[config.mk]
export PLATFORM = sky130hd
export DESIGN_NAME = sd_cmd_sequencer
export DESIGN_NICKNAME = d
export VERILOG_FILES = /design/src/rtl/sd_seq_pkg.sv /design/src/rtl/sd_seq_timer.sv /design/src/rtl/sd_cmd_sequencer.sv
export SDC_FILE = /design/constraint.sdc
export NUM_CORES = 1
export LEC_CHECK = 0
export ABC_AREA = 1
export BUFFER_PORTS_ARGS = -buffer_cell sky130_fd_sc_hd__buf_2
export CAP_MARGIN = 20
export CORE_MARGIN = 1.5
export CORE_UTILIZATION = 55
export DETAILED_ROUTE_END_ITERATION = 12
export PLACE_DENSITY = 0.95
export SLEW_MARGIN = 10
export SYNTH_ARGS = -nofsm -noshare
export SYNTH_HDL_FRONTEND = slang
export SYNTH_SLANG_ARGS = --single-unit
[constraint.sdc]
create_clock -name clk -period 4.5 [get_ports clk]
set_input_delay 0.9 -clock clk [delete_from_list [all_inputs] [get_ports clk]]
set_output_delay 0.9 -clock clk [all_outputs]
set_load 0.02 [all_outputs]
[src/rtl/sd_seq_pkg.sv]
// sd_seq_pkg: shared constants, state encoding and command-word packing for the SD command sequencer
package sd_seq_pkg;
  localparam logic [1:0] REG_ARG    = 2'd0;
  localparam logic [1:0] REG_CMD    = 2'd1;
  localparam logic [1:0] REG_STATUS = 2'd2;
  localparam logic [1:0] REG_RESP   = 2'd3;
  localparam int ST_BUSY = 0;
  localparam int ST_DONE = 1;
  localparam int ST_ERR  = 2;
  localparam int CMD_IDX_LSB  = 0;
  localparam int CMD_TYPE_LSB = 8;
  localparam logic [1:0] ERR_OK    = 2'b00;
  localparam logic [1:0] ERR_CTRL  = 2'b01;
  localparam logic [1:0] ERR_TMO   = 2'b10;
  localparam logic [1:0] ERR_ABORT = 2'b11;
  typedef enum logic [3:0] {
    S_IDLE, S_WR_ARG, S_WR_CMD, S_POLL_A, S_POLL_S, S_GAP, S_RESP_A, S_RESP_S, S_FIN
  } state_t;
  function automatic logic [31:0] cmd_word(input logic [5:0] idx, input logic [1:0] typ);
    logic [31:0] w;
    w = '0;
    w[CMD_IDX_LSB+:6]  = idx;
    w[CMD_TYPE_LSB+:2] = typ;
    return w;
  endfunction
endpackage

[src/rtl/sd_seq_timer.sv]
// sd_seq_timer: clearable timeout counter, tc flags the cycle whose increment reaches TIMEOUT_CYCLES
// ports: clk, reset (sync, high), clr (zero count), en (count this cycle), tc (terminal count)
module sd_seq_timer #(
  parameter int TW             = 16,
  parameter int TIMEOUT_CYCLES = 65535
) (
  input  logic clk,
  input  logic reset,
  input  logic clr,
  input  logic en,
  output logic tc
);
  logic [TW-1:0] cnt_q, cnt_d;
  always_comb begin
    cnt_d = clr ? '0 : en ? cnt_q + 1'b1 : cnt_q;
    tc    = en && (({1'b0, cnt_q} + (TW+1)'(1)) == (TW+1)'(TIMEOUT_CYCLES));
  end
  always_ff @(posedge clk) cnt_q <= reset ? '0 : cnt_d;
endmodule

[src/rtl/sd_cmd_sequencer.sv]
// sd_cmd_sequencer: issues one SD command via the controller's 4-register port and returns err/rsp
// ports: req_* command request handshake; abort; busy/done/err/rsp result;
//        sd_addr/sd_we/sd_out/sd_in controller register port (read data one cycle after address)
module sd_cmd_sequencer
  import sd_seq_pkg::*;
#(
  parameter int TIMEOUT_CYCLES = 65535,
  parameter int POLL_GAP       = 4,
  parameter int TW             = 16
) (
  input  logic        clk,
  input  logic        reset,
  input  logic        req_valid,
  output logic        req_ready,
  input  logic [5:0]  req_index,
  input  logic [1:0]  req_rsp_type,
  input  logic [31:0] req_arg,
  input  logic        abort,
  output logic        busy,
  output logic        done,
  output logic [1:0]  err,
  output logic [31:0] rsp,
  output logic [1:0]  sd_addr,
  output logic        sd_we,
  output logic [31:0] sd_out,
  input  logic [31:0] sd_in
);
  localparam int GW = POLL_GAP > 1 ? $clog2(POLL_GAP) : 1;
  state_t state_q, state_d;
  logic [5:0] idx_q, idx_d;
  logic [1:0] typ_q, typ_d, err_q, err_d;
  logic [31:0] arg_q, arg_d, rsp_q, rsp_d;
  logic [GW-1:0] gap_q, gap_d;
  logic t_clr, t_en, tc, st_fin;
  sd_seq_timer #(.TW(TW), .TIMEOUT_CYCLES(TIMEOUT_CYCLES)) u_timer (
    .clk(clk), .reset(reset), .clr(t_clr), .en(t_en), .tc(tc)
  );
  always_comb begin
    state_d = state_q;
    idx_d   = idx_q;
    typ_d   = typ_q;
    arg_d   = arg_q;
    err_d   = err_q;
    rsp_d   = rsp_q;
    gap_d   = gap_q;
    t_clr   = 1'b0;
    t_en    = state_q inside {S_POLL_A, S_POLL_S, S_GAP, S_RESP_A, S_RESP_S};
    sd_addr = REG_ARG;
    sd_we   = 1'b0;
    sd_out  = '0;
    // short-busy responses complete only once the card has released busy
    st_fin  = sd_in[ST_DONE] && (sd_in[ST_ERR] || !(typ_q == 2'd3 && sd_in[ST_BUSY]));
    case (state_q)
      S_IDLE: if (req_valid) begin
        idx_d   = req_index;
        typ_d   = req_rsp_type;
        arg_d   = req_arg;
        err_d   = ERR_OK;
        rsp_d   = '0;
        state_d = S_WR_ARG;
      end
      S_WR_ARG: begin
        sd_we   = 1'b1;
        sd_out  = arg_q;
        state_d = S_WR_CMD;
      end
      S_WR_CMD: begin
        sd_addr = REG_CMD;
        sd_we   = 1'b1;
        sd_out  = cmd_word(idx_q, typ_q);
        t_clr   = 1'b1;
        state_d = S_POLL_A;
      end
      S_POLL_A: begin
        sd_addr = REG_STATUS;
        state_d = S_POLL_S;
      end
      S_POLL_S: begin
        gap_d   = '0;
        err_d   = st_fin && sd_in[ST_ERR] ? ERR_CTRL : ERR_OK;
        state_d = !st_fin ? S_GAP : (sd_in[ST_ERR] || typ_q == 2'd0) ? S_FIN : S_RESP_A;
      end
      S_GAP: begin
        gap_d   = gap_q + 1'b1;
        state_d = gap_q == GW'(POLL_GAP - 1) ? S_POLL_A : S_GAP;
      end
      S_RESP_A: begin
        sd_addr = REG_RESP;
        state_d = S_RESP_S;
      end
      S_RESP_S: begin
        rsp_d   = sd_in;
        err_d   = ERR_OK;
        state_d = S_FIN;
      end
      default: state_d = S_IDLE;
    endcase
    // abort outranks timeout, which outranks whatever the status/response sample decided
    if (abort && state_q != S_IDLE && state_q != S_FIN) begin
      state_d = S_FIN;
      err_d   = ERR_ABORT;
      rsp_d   = rsp_q;
    end else if (tc) begin
      state_d = S_FIN;
      err_d   = ERR_TMO;
      rsp_d   = rsp_q;
    end
  end
  always_ff @(posedge clk) begin
    if (reset) begin
      state_q <= S_IDLE;
      idx_q   <= '0;
      typ_q   <= '0;
      arg_q   <= '0;
      err_q   <= ERR_OK;
      rsp_q   <= '0;
      gap_q   <= '0;
    end else begin
      state_q <= state_d;
      idx_q   <= idx_d;
      typ_q   <= typ_d;
      arg_q   <= arg_d;
      err_q   <= err_d;
      rsp_q   <= rsp_d;
      gap_q   <= gap_d;
    end
  end
  assign req_ready = state_q == S_IDLE;
  assign busy      = state_q != S_IDLE;
  assign done      = state_q == S_FIN;
  assign err       = err_q;
  assign rsp       = rsp_q;
endmodule

==> impl_metrics.csv, run 1 <==
group,metric,value,unit
layout,mostFrequentLayoutCells,"buf_2 (147), inv_1 (110), dfxtp_1 (96)",
clock_tree,cts_setup_buffers,0,
synth,syn_area_per_cell,7.10,um^2
timing,slew_headroom,60.4,%
timing,fin_skew,0.00894,ns
placement,place_congestion,0.942,
synth,synth_warnings,0,
synth,yosysTopAreaCellShare,40.3,%
routing,antenna_left,0,
synth,syn-num-nets,750,
floorplanning,rows,33,
setup_path,worstPathRequired,4.80,ns
layout,regArea,0.00192,mm^2
clock_tree,holdBufCountCts,0,
synth,synth_top_cell_by_area,"dfxtp_1",
placement,placed_cell_area,0.00549,mm^2
layout,multi_input_comb_area,0.00223,mm^2
pwr,clockPowerShare,20.4,%
layout,fin_nets,876,
pwr,switchingPower,1.20,mW
timing,setup_violations,0,
timing,hold-worst-slack,0.458,ns
pwr,p_int,1.55,mW
layout,final_area,0.00569,mm^2
pwr,power.leakage,2.69,nW
layout,drive_gt1_share,30.2,%
floorplanning,die_area,0.00923,mm^2
clock_tree,worstSkewPairLatency,0.37,ns
setup_path,end_kind,"flop",
pwr,comb_power_share,40.6,%
floorplanning,ioPinCount,148,
pwr,power,2.75,mW
pwr,seqPwrFrac,39.0,%
clock_tree,numCtsBuffers,9,
run,maxCapViolCount,0,
timing,setup_tns,0,ns
synth,netlist_top_cells_area,"dfxtp_1 (40%), inv_1 (8.7%), nor2_1 (6.8%), nand2_1 (6.5%), a21oi_2 (5.7%)",
grt,grt_usage,27.5,%
grt,first_global_vias,4371,
timing,period_needed,2.81,ns
clock_tree,clk_pin_slew,0.10,ns
layout,fill_cells,704,
synth,synth.ff_latch_count,96,
floorplanning,die_x,96.1,um
placement,dp_slack,1.75,ns
routing,wl_per_cell,13.6,um
clock_tree,cts-root-buf,"clkbuf_8",
clock_tree,clock-sinks,96,
pwr,ir_worst_vdd,313,uV
placement,port_buffers,147,
setup_path,critPathLaunchType,"flop",
layout,final_common_cell,"buf_2",
pwr,power.density,483,mW/mm^2
timing,fin_crit_sh,62.4,%
synth,ys_seq_area_share,40.3,%
routing,wl,12400,um
setup_path,worstPathMaxFanout,36,
timing,hold_viol,0,
pwr,swShare,43.6,%
grt,grt_pass1_wl,19600,um
synth,netlist_instances,671,
grt,grt_max_degree,54,
worst_hold_path,hp-class,"reg -> reg",
floorplanning,start_util,57.4,%
clock_tree,htreeDepth,3,
timing,max_freq,356,MHz
setup_path,r2r_slack,1.69,ns
synth,ys_types,33,
clock_tree,cts_buffer_depth,2,
layout,area_delta_synth_final,19.5,%
setup_path,arrival,3.11,ns
routing,num_vias,4826,
routing,dr.pass1.iters,5,
floorplanning,coreArea,0.00830,mm^2
timing,slew_viol_final,0,
timing,setup_slack,1.69,ns
timing,worst_pin_slew,0.593,ns
outcome,status,"complete, no violations",
floorplanning,chipHeight,96.1,um
clock_tree,cts_tree,"yes",
routing,drc,0,
placement,dpl.hpwl,8540,um
grt,grt_overflow,0,
timing,rsz0062_at_grt,"no",
layout,antenna_cells,0,
setup_path,critPathKind,"reg -> reg",
routing,vias_per_cell,5.33,
routing,drtIter0Drc,237,
grt,antenna_found_initial,0,
synth,synth_area,0.00477,mm^2
clock_tree,cts_resized,0,
[through the flow]
step | util, % | instances
finish | 68.6 | 906
CTS | 68.4 | 905
detailed placement | 66.2 | 890
floorplan | - | 671
global placement | 66.2 | 890
global route | 68.6 | 906
[state kept, by name, indices dropped and copies added, names as in the netlist]
name	cells
arg_q	32
err	2
gap_q	2
idx_q	6
rsp	32
state_q	4
typ_q	2
u_timer.cnt_q	16
[power groups by stage]
stage	sequential, mW	clock (mW)	combinational (mW)
after floorplan	1.08	0	0.887
after global routing	1.09	0.601	1.23
after detailed placement	1.09	0	1.09
after CTS	1.07	0.563	1.10
after global placement	1.09	0	1.07
final	1.07	0.561	1.12
[worst max-delay path, cell delays in order, from the launching register on]
cell,delay [ns]
dfxtp_1,0.41
ha_1,0.23
nand2_1,0.10
nor2_2,0.25
nand4_1,0.15
nand2_1,0.11
nand2_1,0.06
nor2_1,0.19
nand3_4,0.38
nand3_4,0.56
nand2_2,0.13
a21oi_2,0.15
[final cells by class]
class / instances / share of cell area, %
clock inverter: 5 / 1.03
timing repair buffer: 154 / 14.0
tap: 105 / 2.31
inverter: 114 / 7.51
clock buffer: 10 / 2.24
sequential: 96 / 33.8
multi-input combinational: 422 / 39.2
[synthesized netlist by cell type]
cell type / count
a211oi_1: 1
a221oi_1: 1
xor2_1: 1
nand4_1: 38
ha_1: 3
clkbuf_1: 30
a21oi_2: 31
nor4_1: 1
o21bai_1: 3
inv_2: 2
o22ai_1: 8
a21oi_1: 51
buf_4: 1
nor2_4: 1
a31oi_1: 1
o211ai_1: 9
a41oi_1: 1
buf_8: 3
nand3_4: 2
xnor2_1: 1
dfxtp_1: 96
nor2_1: 86
clkinv_1: 2
nor2_2: 6
buf_1: 2
a2111oi_0: 1
o21ai_0: 48
inv_1: 110
nor3_1: 2
nand2_1: 83
nand3_1: 12
nand2_2: 31
buf_2: 3
[logic make-up (layout without fill, tap and decap cells)]
logic type,after synthesis,count (layout),share of synthesized area [%]
compound gates,155,155,19.9
xor+xnor,2,2,0.368
fa+ha+maj,3,3,0.788
buf+inv,153,283,12.9
flops,96,96,40.3
simple gates,262,262,25.7
[final timing paths]
kind / cells after the start / from / to
worst min-delay path: 2 / arg_q[11] / arg_q[11]
worst max register to register: 11 / u_timer.cnt_q[1] / rsp[22]
worst max-delay path: 11 / u_timer.cnt_q[1] / rsp[22]
worst min register to register: 2 / arg_q[11] / arg_q[11]
[per-layer routing]
metal	GRT usage, %	up-vias	routed length [um]
met5	0	-	0
met4	14.3	0	347
met3	6.32	27	927
met2	46.1	193	6010
met1	32.5	2200	5070
li1	-	2406	-
Note: power is estimated with default switching activity, not from simulation.
==> run 2, diff against run 1 <==
- CORE_UTILIZATION: 55 -> 46
- PLACE_DENSITY: 0.95 -> 0.88
- clock period: 4.5 -> 2.35 ns (I/O delays scaled with it)
==> impl_metrics.csv, run 2 (synthesized netlist as in run 1, its figures left out) <==
group,metric,value,unit
outcome,status,"complete, no violations",
pwr,ir_worst_vdd,615,uV
worst_hold_path,hp-class,"in -> reg",
worst_hold_path,min_path_cells,3,
pwr,comb_power_share,43.3,%
floorplanning,die_x,105,um
worst_hold_path,worstHoldStart,"req_arg[18]",
floorplanning,chipHeight,105,um
placement,port_buffers,147,
placement,dp_slack,0.0794,ns
clock_tree,worstSkewPairLatency,0.36,ns
setup_path,arrival,1.69,ns
setup_path,timing.rr.start,"u_timer.cnt_q[1]",
setup_path,worstPathRequired,1.88,ns
setup_path,crit_chain,"inv_1 > nor2_1 > nand2_1 > buf_4 > o22ai_1 > buf_2",
routing,wl,12300,um
routing,num_vias,4770,
pwr,seqPwrFrac,36.4,%
pwr,power.leakage,2.80,nW
worst_hold_path,hold_end,"arg_q[18]",
timing,setup_violations,0,
grt,antenna_found_initial,0,
routing,drc,0,
placement,dpl.hpwl,8920,um
pwr,swShare,42.2,%
routing,drtIter0Drc,266,
grt,grt_max_degree,46,
timing,slew_headroom,66.0,%
timing,hold_viol,0,
layout,antenna_cells,0,
floorplanning,ioPinCount,148,
timing,period_needed,2.16,ns
run,maxCapViolCount,0,
layout,mostFrequentLayoutCells,"buf_2 (147), inv_1 (110), dfxtp_1 (94)",
floorplanning,coreArea,0.00991,mm^2
floorplanning,start_util,48.1,%
timing,setup_tns,0,ns
grt,grt_pass1_wl,19900,um
pwr,power.density,952,mW/mm^2
setup_path,critPathKind,"reg -> out",
setup_path,r2r-end,"rsp[30]",
setup_path,r2r_cells,10,
placement,place_congestion,0.880,
routing,vias_per_cell,5.01,
routing,wl_per_cell,13.0,um
clock_tree,cts-root-buf,"clkbuf_8",
timing,worst_pin_slew,0.511,ns
floorplanning,die_area,0.0110,mm^2
clock_tree,cts_buffer_depth,2,
pwr,switchingPower,2.39,mW
layout,area_delta_synth_final,24.4,%
setup_path,crit_path_top_delay_cell,"dfxtp_1",
grt,grt_usage,22.0,%
pwr,clockPowerShare,20.2,%
pwr,p_int,3.26,mW
setup_path,end_kind,"output pin",
clock_tree,numCtsBuffers,9,
floorplanning,rows,36,
setup_path,worstPathMaxFanout,33,
layout,final_common_cell,"buf_2",
clock_tree,cts_tree,"yes",
clock_tree,htreeDepth,3,
timing,rsz0062_at_grt,"no",
routing,dr.pass1.iters,5,
setup_path,critPathLaunchType,"flop",
timing,fin_crit_sh,91.9,%
layout,drive_gt1_share,32.4,%
timing,max_freq,463,MHz
clock_tree,clk_pin_slew,0.11,ns
timing,fin_skew,0.0162,ns
setup_path,r2r_slack,0.22,ns
grt,first_global_vias,4319,
clock_tree,clock-sinks,96,
timing,setup_slack,0.190,ns
routing,antenna_left,0,
grt,grt_overflow,0,
layout,fin_nets,894,
setup_path,slowest_delay,0.39,ns
timing,slew_viol_final,0,
==> run 2: cell types whose count changed in the layout (fill, tap and decap cells not counted), sizes merged <==
| cell | previous run | this run |
|---|---|---|
| nand3 | 14 | 15 |
| buf | 154 | 171 |
| inv | 112 | 116 |
| clkinv | 4 | 3 |
| clkbuf | 10 | 9 |
| clkinvlp | 2 | 1 |
==> run 2: stage by stage <==
stage	utilization [%]	hold slack (ns)	cell area [um^2]	power (mW)	std cells
global placement	56.7	0.438	5620	4.36	925
CTS	58.8	0.366	5830	5.53	941
detailed placement	56.7	0.444	5620	4.40	925
floorplan	-	0.430	4770	3.77	671
finish	59.8	0.377	5930	5.65	953
global route	59.8	0.373	5930	6.02	953
==> run 2: power groups by stage <==
stage          registers (mW)  clock network [mW]  logic, mW
3_3_place_gp             2.08                   0       2.28
4_1_cts                  2.05                1.17       2.32
6_report                 2.06                1.14       2.45
3_5_place_dp             2.09                   0       2.31
5_1_grt                  2.09                1.24       2.70
2_1_floorplan            2.07                   0       1.70
==> run 2: layout make-up <==
type	instances	area, um^2
Fill cell	894	3980
Tap cell	133	166
Multi-Input combinational cell	423	2250
Clock buffer	9	124
Timing Repair Buffer	171	953
Sequential cell	96	1920
Clock inverter	7	83.8
Inverter	114	428
==> run 2: metal layers <==
| metal | vias to the layer above | wire length [um] | global-route usage [%] |
|---|---|---|---|
| met5 | - | 0 | 0 |
| met4 | 0 | 222 | 6.85 |
| met3 | 25 | 1070 | 6.49 |
| met2 | 183 | 5910 | 36.4 |
| met1 | 2108 | 5140 | 27.5 |
| li1 | 2454 | - | - |
==> run 2: worst max path at each step <==
stage,cells after the start,slack [ns],start,end
floorplan,10,0.47,state_q[0],rsp[24]
global placement,14,0.19,u_timer.cnt_q[1],rsp[14]
detailed placement,11,0.08,u_timer.cnt_q[1],rsp[16]
CTS,14,0.05,u_timer.cnt_q[1],rsp[16]
global route,6,0.03,state_q[0],sd_out[3]
finish,6,0.19,state_q[0],sd_out[5]
==> run 2: what timing repair did <==
action,4_1_cts,5_1_grt
gates resized for setup,0,5
buffers inserted,0,11
endpoints found under the setup margin,0,36
hold buffers,0,0
==> run 2: worst max-delay path: cells and delay by family (launching register included) <==
kind | cells | cell delay (ns)
AOI/OAI and AO/OA | 1 | 0.20
buffers and inverters | 3 | 0.49
DFF | 1 | 0.39
and+or+nand+nor | 2 | 0.23
==> run 3, diff against run 2 <==
- CELL_PAD_IN_SITES_DETAIL_PLACEMENT: not set -> 1
- CELL_PAD_IN_SITES_GLOBAL_PLACEMENT: not set -> 2
- CORE_UTILIZATION: 46 -> 25
- GPL_TIMING_DRIVEN: not set -> 0
==> impl_metrics.csv, run 3 (synthesized netlist as in run 1, its figures left out) <==
group,metric,value,unit
routing,dr.pass1.iters,4,
floorplanning,ioPinCount,148,
worst_hold_path,min_path_cells,3,
timing,hold-worst-slack,0.390,ns
timing,slew_viol_final,0,
pwr,power.density,1030,mW/mm^2
placement,port_buffers,146,
grt,antenna_found_initial,0,
setup_path,worst_path_most_repeated_cell,"buf_2",
timing,fin_crit_sh,93.7,%
routing,drc,0,
setup_path,cp.depth,5,
layout,area_delta_synth_final,31.8,%
clock_tree,holdBufCountCts,0,
setup_path,r2r_cells,14,
setup_path,timing.rr.start,"u_timer.cnt_q[0]",
timing,fin_skew,0.00820,ns
setup_path,critPathLaunch,"state_q[3]",
setup_path,slowest_delay,0.37,ns
floorplanning,rows,50,
clock_tree,worstSkewPairLatency,0.36,ns
timing,rsz0062_at_grt,"no",
floorplanning,die_area,0.0199,mm^2
routing,dr_wl_met3,838,um
clock_tree,cts-root-buf,"clkbuf_16",
routing,wl,15600,um
routing,vias_per_cell,4.54,
routing,antenna_left,0,
floorplanning,chipHeight,141,um
pwr,power,6.46,mW
setup_path,cp_top_family,"buffers and inverters",
setup_path,arrival,1.73,ns
timing,slew_headroom,47.3,%
setup_path,end_kind,"output pin",
floorplanning,coreArea,0.0187,mm^2
clock_tree,cts_tree,"yes",
placement,dp.cells,1051,
clock_tree,clk_pin_slew,0.08,ns
setup_path,crit_path_top_delay_cell,"dfxtp_1",
routing,highest_layer,"met4",
routing,wl_met2,7300,um
layout,fin_cells,1074,
placement,place_congestion,0.822,
timing,max_freq,454,MHz
setup_path,crit_buf_inv,2,
outcome,status,"complete, no violations",
placement,dp_slack,-0.119,ns
layout,fin_nets,913,
pwr,power.leakage,2.86,nW
routing,num_vias,4881,
clock_tree,htreeDepth,3,
grt,grt_pass1_wl,24600,um
setup_path,critPathLaunchType,"flop",
layout,final_common_cell,"buf_2",
floorplanning,start_util,25.5,%
timing,setup_slack,0.148,ns
grt,grt_max_degree,19,
routing,m1WireLength,7290,um
floorplanning,die_x,141,um
timing,hold_viol,0,
placement,dpl.hpwl,11700,um
clock_tree,numCtsBuffers,9,
clock_tree,clock-sinks,96,
setup_path,worstPathRequired,1.88,ns
setup_path,crit_chain,"nor2_2 > nand2_2 > buf_2 > o22ai_1 > buf_2",
grt,first_global_vias,4822,
timing,setup_violations,0,
setup_path,worstPathMaxFanout,10,
setup_path,critPathKind,"reg -> out",
timing,period_needed,2.20,ns
clock_tree,cts_buffer_depth,2,
layout,mostFrequentLayoutCells,"buf_2 (151), inv_1 (110), dfxtp_1 (91)",
timing,worst_pin_slew,0.790,ns
routing,wl_per_cell,14.5,um
routing,drtIter0Drc,142,
run,maxCapViolCount,0,
worst_hold_path,worstHoldStart,"req_arg[17]",
grt,grt_overflow,0,
layout,final_util,33.6,%
pwr,ir_worst_vdd,409,uV
layout,drive_gt1_share,31.8,%
worst_hold_path,hp-class,"in -> reg",
grt,grt_usage,15.6,%
-- run 3: layout make-up --
type	count	area [um^2]
timing repair buffer	152	828
antenna	1	2.50
inverter	114	428
clock inverter	7	86.3
fill	2380	12400
tap	234	293
sequential	96	1930
clock buffer	9	225
buffer	39	211
multi-input combinational	422	2270
-- run 3: metrics by stage --
step / TNS [ns] / area (um^2)
2_1_floorplan: 0 / 4770
3_5_place_dp: -1.12 / 5790
3_3_place_gp: -1.43 / 5790
6_report: 0 / 6280
5_1_grt: 0 / 6280
4_1_cts: 0 / 6110
-- run 3: tightest hold or removal path, stage by stage --
cell	delay [ns]
buf_2	0.07
o21ai_0	0.07
a21oi_1	0.10
-- run 3: where the power goes --
part	switching (mW)	internal, mW
clock network	0.734	0.851
logic	1.83	0.982
registers	0.135	1.93
-- run 3: routing by layer --
layer / GRT usage [%] / vias up
li1: - / 2494
met3: 4.21 / 13
met2: 26.2 / 96
met1: 19.8 / 2278
met5: 0 / -
met4: 4.11 / 0
-- run 3: final timing paths --
kind / end / slack [ns]
worst min register to register: arg_q[21] / 0.45
worst min-delay path: arg_q[17] / 0.39
worst max register to register: rsp[18] / 0.20
worst max-delay path: sd_out[4] / 0.15
-- run 3: what timing repair did --
action / CTS / global route
setup endpoints to repair: 34 / 61
gates resized for setup: 5 / 29
gates cloned: 0 / 3
pin swaps: 0 / 5
buffers inserted: 0 / 3
